**src/rtl/vga_fb_reader.sv**
```systemverilog
// -----------------------------------------------------------------------------
// vga_fb_reader
//
// Wishbone classic read master that streams a framebuffer into the write side
// of the VGA pixel FIFO. Pixel words are fetched in raster order, starting at
// BASE_ADR and wrapping back to it after HDISP*VDISP words. Each fetched word
// contributes its low 24 bits (RGB) to the FIFO.
//
// A frame_resync pulse restarts the fetch at BASE_ADR. If a bus cycle is in
// flight when it arrives, that cycle is allowed to finish normally on the bus,
// but its data is dropped and the pixel counter is not advanced.
//
// Ports
//   wshb_clk          wishbone clock, also the FIFO write clock
//   wshb_rst_n        asynchronous reset, active low
//   enable            1 = fetching allowed; 0 = finish the current cycle, idle
//   frame_resync      single-cycle pulse: restart the frame at BASE_ADR
//   wshb_adr          byte address of the word being requested
//   wshb_cyc/stb      bus cycle / strobe (both high only in REQ)
//   wshb_we/sel/cti/bte  constant: read, all bytes, classic, linear
//   wshb_dat_sm       read data, valid with wshb_ack
//   wshb_ack          slave acknowledge
//   fifo_wdata        RGB pixel pushed to the FIFO
//   fifo_write        one-cycle FIFO write strobe, one cycle after the ack
//   fifo_walmost_full FIFO can take at most one more word
//   pix_index         index of the next pixel to be requested
// -----------------------------------------------------------------------------
module vga_fb_reader #(
  parameter int unsigned HDISP    = 800,
  parameter int unsigned VDISP    = 480,
  parameter logic [31:0] BASE_ADR = 32'h0000_0000,
  localparam int unsigned NPIX    = HDISP * VDISP,
  localparam int unsigned PIX_W   = (NPIX > 1) ? $clog2(NPIX) : 1
) (
  input  logic             wshb_clk,
  input  logic             wshb_rst_n,
  input  logic             enable,
  input  logic             frame_resync,
  output logic [31:0]      wshb_adr,
  output logic             wshb_cyc,
  output logic             wshb_stb,
  output logic             wshb_we,
  output logic [3:0]       wshb_sel,
  output logic [2:0]       wshb_cti,
  output logic [1:0]       wshb_bte,
  input  logic [31:0]      wshb_dat_sm,
  input  logic             wshb_ack,
  output logic [23:0]      fifo_wdata,
  output logic             fifo_write,
  input  logic             fifo_walmost_full,
  output logic [PIX_W-1:0] pix_index
);

  typedef enum logic [1:0] {
    ST_IDLE = 2'd0,
    ST_REQ  = 2'd1,
    ST_WAIT = 2'd2
  } state_t;

  localparam logic [PIX_W-1:0] LAST_PIX = PIX_W'(NPIX - 1);

  state_t state_reg, state_next;

  logic [31:0]      adr_reg,        adr_next;
  logic [PIX_W-1:0] pix_reg,        pix_next;
  logic             discard_reg,    discard_next;
  logic             fifo_write_reg, fifo_write_next;
  logic [23:0]      fifo_wdata_reg, fifo_wdata_next;

  logic go_ok;     // a new request may be issued
  logic in_req;    // a bus cycle is currently on the bus
  logic ack_keep;  // ack whose data goes to the FIFO
  logic ack_drop;  // ack whose data is thrown away because of a resync
  logic last_pix;

  // The upper byte of each pixel word carries no colour information.
  logic unused_dat_hi;
  assign unused_dat_hi = ^wshb_dat_sm[31:24];

  assign go_ok    = enable && !fifo_walmost_full;
  assign in_req   = (state_reg == ST_REQ);
  // A resync arriving together with the ack discards that word, exactly as
  // if the discard flag had already been set.
  assign ack_keep = in_req && wshb_ack && !discard_reg && !frame_resync;
  assign ack_drop = in_req && wshb_ack && (discard_reg || frame_resync);
  assign last_pix = (pix_reg == LAST_PIX);

  // ---------------------------------------------------------------------------
  // FSM: state register
  // ---------------------------------------------------------------------------
  always_ff @(posedge wshb_clk or negedge wshb_rst_n) begin
    if (!wshb_rst_n) begin
      state_reg <= ST_IDLE;
    end else begin
      state_reg <= state_next;
    end
  end

  // ---------------------------------------------------------------------------
  // FSM: next state and bus control. cyc/stb decode straight from the state
  // register so an asynchronous reset removes them immediately.
  // ---------------------------------------------------------------------------
  always_comb begin
    state_next = state_reg;
    wshb_cyc   = 1'b0;
    wshb_stb   = 1'b0;
    case (state_reg)
      ST_IDLE: begin
        if (go_ok) begin
          state_next = ST_REQ;
        end
      end
      ST_REQ: begin
        wshb_cyc = 1'b1;
        wshb_stb = 1'b1;
        // The strobe is never withdrawn before the ack: almost-full or a
        // disable arriving mid-cycle only takes effect once the ack is in.
        if (wshb_ack) begin
          if (go_ok) begin
            state_next = ST_REQ;
          end else if (!enable) begin
            state_next = ST_IDLE;
          end else begin
            state_next = ST_WAIT;
          end
        end
      end
      ST_WAIT: begin
        if (go_ok) begin
          state_next = ST_REQ;
        end else if (!enable) begin
          state_next = ST_IDLE;
        end
      end
      default: begin
        state_next = ST_IDLE;
      end
    endcase
  end

  // ---------------------------------------------------------------------------
  // Address / pixel counter / discard flag / FIFO write path
  // ---------------------------------------------------------------------------
  always_comb begin
    adr_next        = adr_reg;
    pix_next        = pix_reg;
    discard_next    = discard_reg;
    fifo_write_next = 1'b0;
    fifo_wdata_next = fifo_wdata_reg;

    if (ack_keep) begin
      fifo_write_next = 1'b1;
      fifo_wdata_next = wshb_dat_sm[23:0];
      if (last_pix) begin
        adr_next = BASE_ADR;
        pix_next = '0;
      end else begin
        adr_next = adr_reg + 32'd4;
        pix_next = pix_reg + PIX_W'(1);
      end
    end else if (ack_drop || (!in_req && frame_resync)) begin
      // Restart only when no cycle is left on the bus, so the address seen
      // by the slave stays stable until its ack.
      adr_next = BASE_ADR;
      pix_next = '0;
    end

    if (ack_drop) begin
      discard_next = 1'b0;
    end else if (in_req && frame_resync) begin
      discard_next = 1'b1;
    end
  end

  always_ff @(posedge wshb_clk or negedge wshb_rst_n) begin
    if (!wshb_rst_n) begin
      adr_reg        <= BASE_ADR;
      pix_reg        <= '0;
      discard_reg    <= 1'b0;
      fifo_write_reg <= 1'b0;
      fifo_wdata_reg <= 24'd0;
    end else begin
      adr_reg        <= adr_next;
      pix_reg        <= pix_next;
      discard_reg    <= discard_next;
      fifo_write_reg <= fifo_write_next;
      fifo_wdata_reg <= fifo_wdata_next;
    end
  end

  // ---------------------------------------------------------------------------
  // Outputs
  // ---------------------------------------------------------------------------
  assign wshb_adr   = adr_reg;
  assign wshb_we    = 1'b0;
  assign wshb_sel   = 4'b1111;
  assign wshb_cti   = 3'b000;
  assign wshb_bte   = 2'b00;
  assign fifo_wdata = fifo_wdata_reg;
  assign fifo_write = fifo_write_reg;
  assign pix_index  = pix_reg;

endmodule

```
**config.mk**
```make
export PLATFORM = sky130hd
export DESIGN_NAME = vga_fb_reader
export DESIGN_NICKNAME = d
export VERILOG_FILES = /design/src/rtl/vga_fb_reader.sv
export SDC_FILE = /design/constraint.sdc
export NUM_CORES = 1
export LEC_CHECK = 0
export CAP_MARGIN = 20
export CORE_AREA = 3 3 98 100
export DETAILED_ROUTE_END_ITERATION = 10
export DIE_AREA = 0 0 101 103
export GPL_TIMING_DRIVEN = 0
export PLACE_DENSITY = 0.77
export REMOVE_ABC_BUFFERS = 1
export SLEW_MARGIN = 10
export SYNTH_ARGS = -nofsm -noshare
export SYNTH_HDL_FRONTEND = slang
export SYNTH_SLANG_ARGS = --single-unit
export TNS_END_PERCENT = 30
```
**constraint.sdc**
```tcl
create_clock -name wshb_clk -period 3.85 [get_ports wshb_clk]
set_input_delay 1.155 -clock wshb_clk [delete_from_list [all_inputs] [get_ports wshb_clk]]
set_output_delay 1.155 -clock wshb_clk [all_outputs]
set_load 0.02 [all_outputs]
```
==> metrics <==
status=finished clean; # IOs=126; DR DRC count=0; pwr dens=411.8 nW/um^2; die width=101 um; Slew HR=~28%; ys async rst share=100.0%; core area=8763 um^2; initial antenna violation count=0; clock sinks=77; Avg Cell Area, Syn=8.908 um^2; fraction of layout cells with a size suffix above 1=6.111%; Top FF cell, synth=dfrtp_1; final setup vio count=0; Resized cells post-CTS=0; Placer Congestion=0.7871; skew final=8.064 ps; Vias/cell=5.508; Yosys top cell area share=between 40% and 50%; max_cap viols=0; Post-CTS Setup Bufs=0; DIE HEIGHT=103 um; Hold Path Class=flop to flop; largest cells by area after synthesis=dfrtp_1 49%, nand2_1 9.8%, a21oi_1 4.3%; fin util=between 50% and 60%; sequential share of the synthesized area=48.94%; CTS Buf Count=9; die area=10400 um^2; Post-Syn Instances=442; Multi-input gate area=1779 um^2; row cnt=34; Finished Cell Area=5246 um^2; Iteration-0 DRC Markers=212; largest net degree at the start of global routing=41; synth warn=0; RSZ-0062 raised after global routing=false; Hold Path Depth=2; first-pass GRT wire length=16910 um; H-tree depth=3; Reg clk slew, reported paths=80 ps; routed length on met3=587 um; post-layout min period=3410 ps; WP data required=a little over 4000 ps; gr usage total=a little over 20%; dpl cell area=around 5000 um^2; CP Class=input port to flop; port bufs=105; Initial DRT Pass Iterations=4; dpl cells=approximately 630; met1 WL=4466 um; Bufs on Longest Clock Path=2; routed len/inst=~16 um; Layout Nets=576; Synth cell types=53; hold buffer count at cts=0; final std cells w/o fill=648; vias after detailed routing=3569; CP Launch Type=input port; Antenna Violating Nets Remaining=0; met2 WL=5201 um; Synth Register Bits=77; Tightest Pin Transition=between 1000 and 1500 ps; fmax=slightly below 300 MHz; vias in the first global route=between 3000 and 4000; Final Power=approximately 2.2 mW; CP endpoint kind=flop; highest routed layer=met4; post-DP HPWL=7222 um; Worst Path Arrival=3630 ps; CTS tree=done; grt total ovfl=0; worst-path maximum fanout=31; final hold vios=0; Tcrit/Tclk final=roughly nine tenths; Leak=2.231 nW; reg2reg path depth=6; peak supply drop=between 0.15 and 0.2 mV; fin. max-slew vios=0; Worst-Skew Late Latency=340 ps; cell taking the most area after synthesis=dfrtp_1; Starting Density=between 40% and 50%; commonest cells in the synthesized netlist=103 x nand2_1, 77 x dfrtp_1, 34 x a21oi_1, 26 x nand3_1, 24 x a31oi_1; # diodes=0; Layout area overhead=33.24%; Root Buffer=clkbuf_8; Post-synth EDFFs=0; max FFs per register=30; drt total wl=10390 um; fill count=765; synthesized area=3938 um^2; FF+latch area=1927 um^2; most common cell in the synthesized netlist=nand2_1
==> layout make-up <==
class | instances | share of cell area [%]
timing repair buffer | 109 | 21.70
multi-input combinational | 325 | 33.91
clock buffer | 11 | 2.695
sequential | 77 | 36.73
inverter | 14 | 1.002
clock inverter | 4 | 1.383
tap | 108 | 2.576
==> cell usage in the layout (no fill, tap or decap), types with 2 or more instances in the layout <==
cell type / count
a31o_2: 2
o21ai_1: 4
nor4_1: 2
a41oi_1: 5
and4_1: 4
nor4_2: 2
o21ai_0: 15
o31a_1: 3
a21o_1: 3
nand2b_1: 4
or3_1: 6
nand4_1: 5
clkbuf_8: 10
nor2_1: 15
inv_1: 13
a31oi_1: 24
a22o_1: 6
and3_1: 9
buf_16: 2
conb_1: 12
nand4b_1: 2
xnor2_1: 2
nand3b_1: 2
nor3_1: 4
nand3_1: 26
o211ai_1: 4
mux2i_1: 3
dfrtp_1: 77
and2_1: 3
ha_1: 2
bufinv_16: 2
a21oi_1: 34
nor2b_1: 2
clkdlybuf4s50_1: 104
nand2_1: 103
==> report_power, final <==
group | switching [mW] | internal (mW)
Sequential | 0.0559 | 0.900
Clock | 0.293 | 0.379
Combinational | 0.293 | 0.240
==> stage by stage <==
step / hold WS, ps / setup WS, ps / TNS, ps
after floorplan: 460.8 / 398.4 / 0
after global placement: 459.0 / -1150 / -116890
after detailed placement: 460.9 / 130.5 / 0
after CTS: 480.0 / 420.8 / 0
after global routing: 498.8 / 204.5 / 0
final: 476.8 / 440.1 / 0
==> routing by layer <==
| layer | global-route usage (%) | up-vias |
|---|---|---|
| li1 | - | 1724 |
| met1 | 25.89 | 1710 |
| met2 | 34.99 | 119 |
| met3 | 4.127 | 16 |
| met4 | 6.544 | 0 |
| met5 | 0 | - |
==> logic make-up (layout without fill, tap and decap cells) <==
family | count (synthesis) | in the layout | synth area share, %
AOI/OAI and AO/OA | 110 | 110 | 17.64
other | 2 | 12 | 0.1907
buffers and inverters | 50 | 138 | 7.118
muxes | 3 | 3 | 0.7627
xor gates and xnor gates | 2 | 2 | 0.4449
DFF | 77 | 77 | 48.94
and+or+nand+nor | 196 | 196 | 24.28
adders and majority gates | 2 | 2 | 0.6354
==> worst max-delay path, cell delays in order <==
cell	delay (ps)
clkdlybuf4s50_1	440
nand3b_1	180
or3_4	410
clkinv_1	710
and2_1	390
o21ai_0	210
o31ai_1	120
==> worst paths after layout <==
path	startpoint	endpoint	slack [ps]
min	fifo_wdata[8]$_DFFE_PN0P_	fifo_wdata[8]$_DFFE_PN0P_	480
max	wshb_ack	pix_index[4]$_DFFE_PN0P_	440
min reg2reg	fifo_wdata[8]$_DFFE_PN0P_	fifo_wdata[8]$_DFFE_PN0P_	480
min in group asynchronous	wshb_rst_n	wshb_adr[5]$_DFFE_PN0P_	770
max reg2reg	state_reg[0]$_DFFE_PN0P_	pix_index[4]$_DFFE_PN0P_	1290
max in group asynchronous	wshb_rst_n	fifo_wdata[1]$_DFFE_PN0P_	2500
No activity file was read; power rests on OpenSTA's default activity.
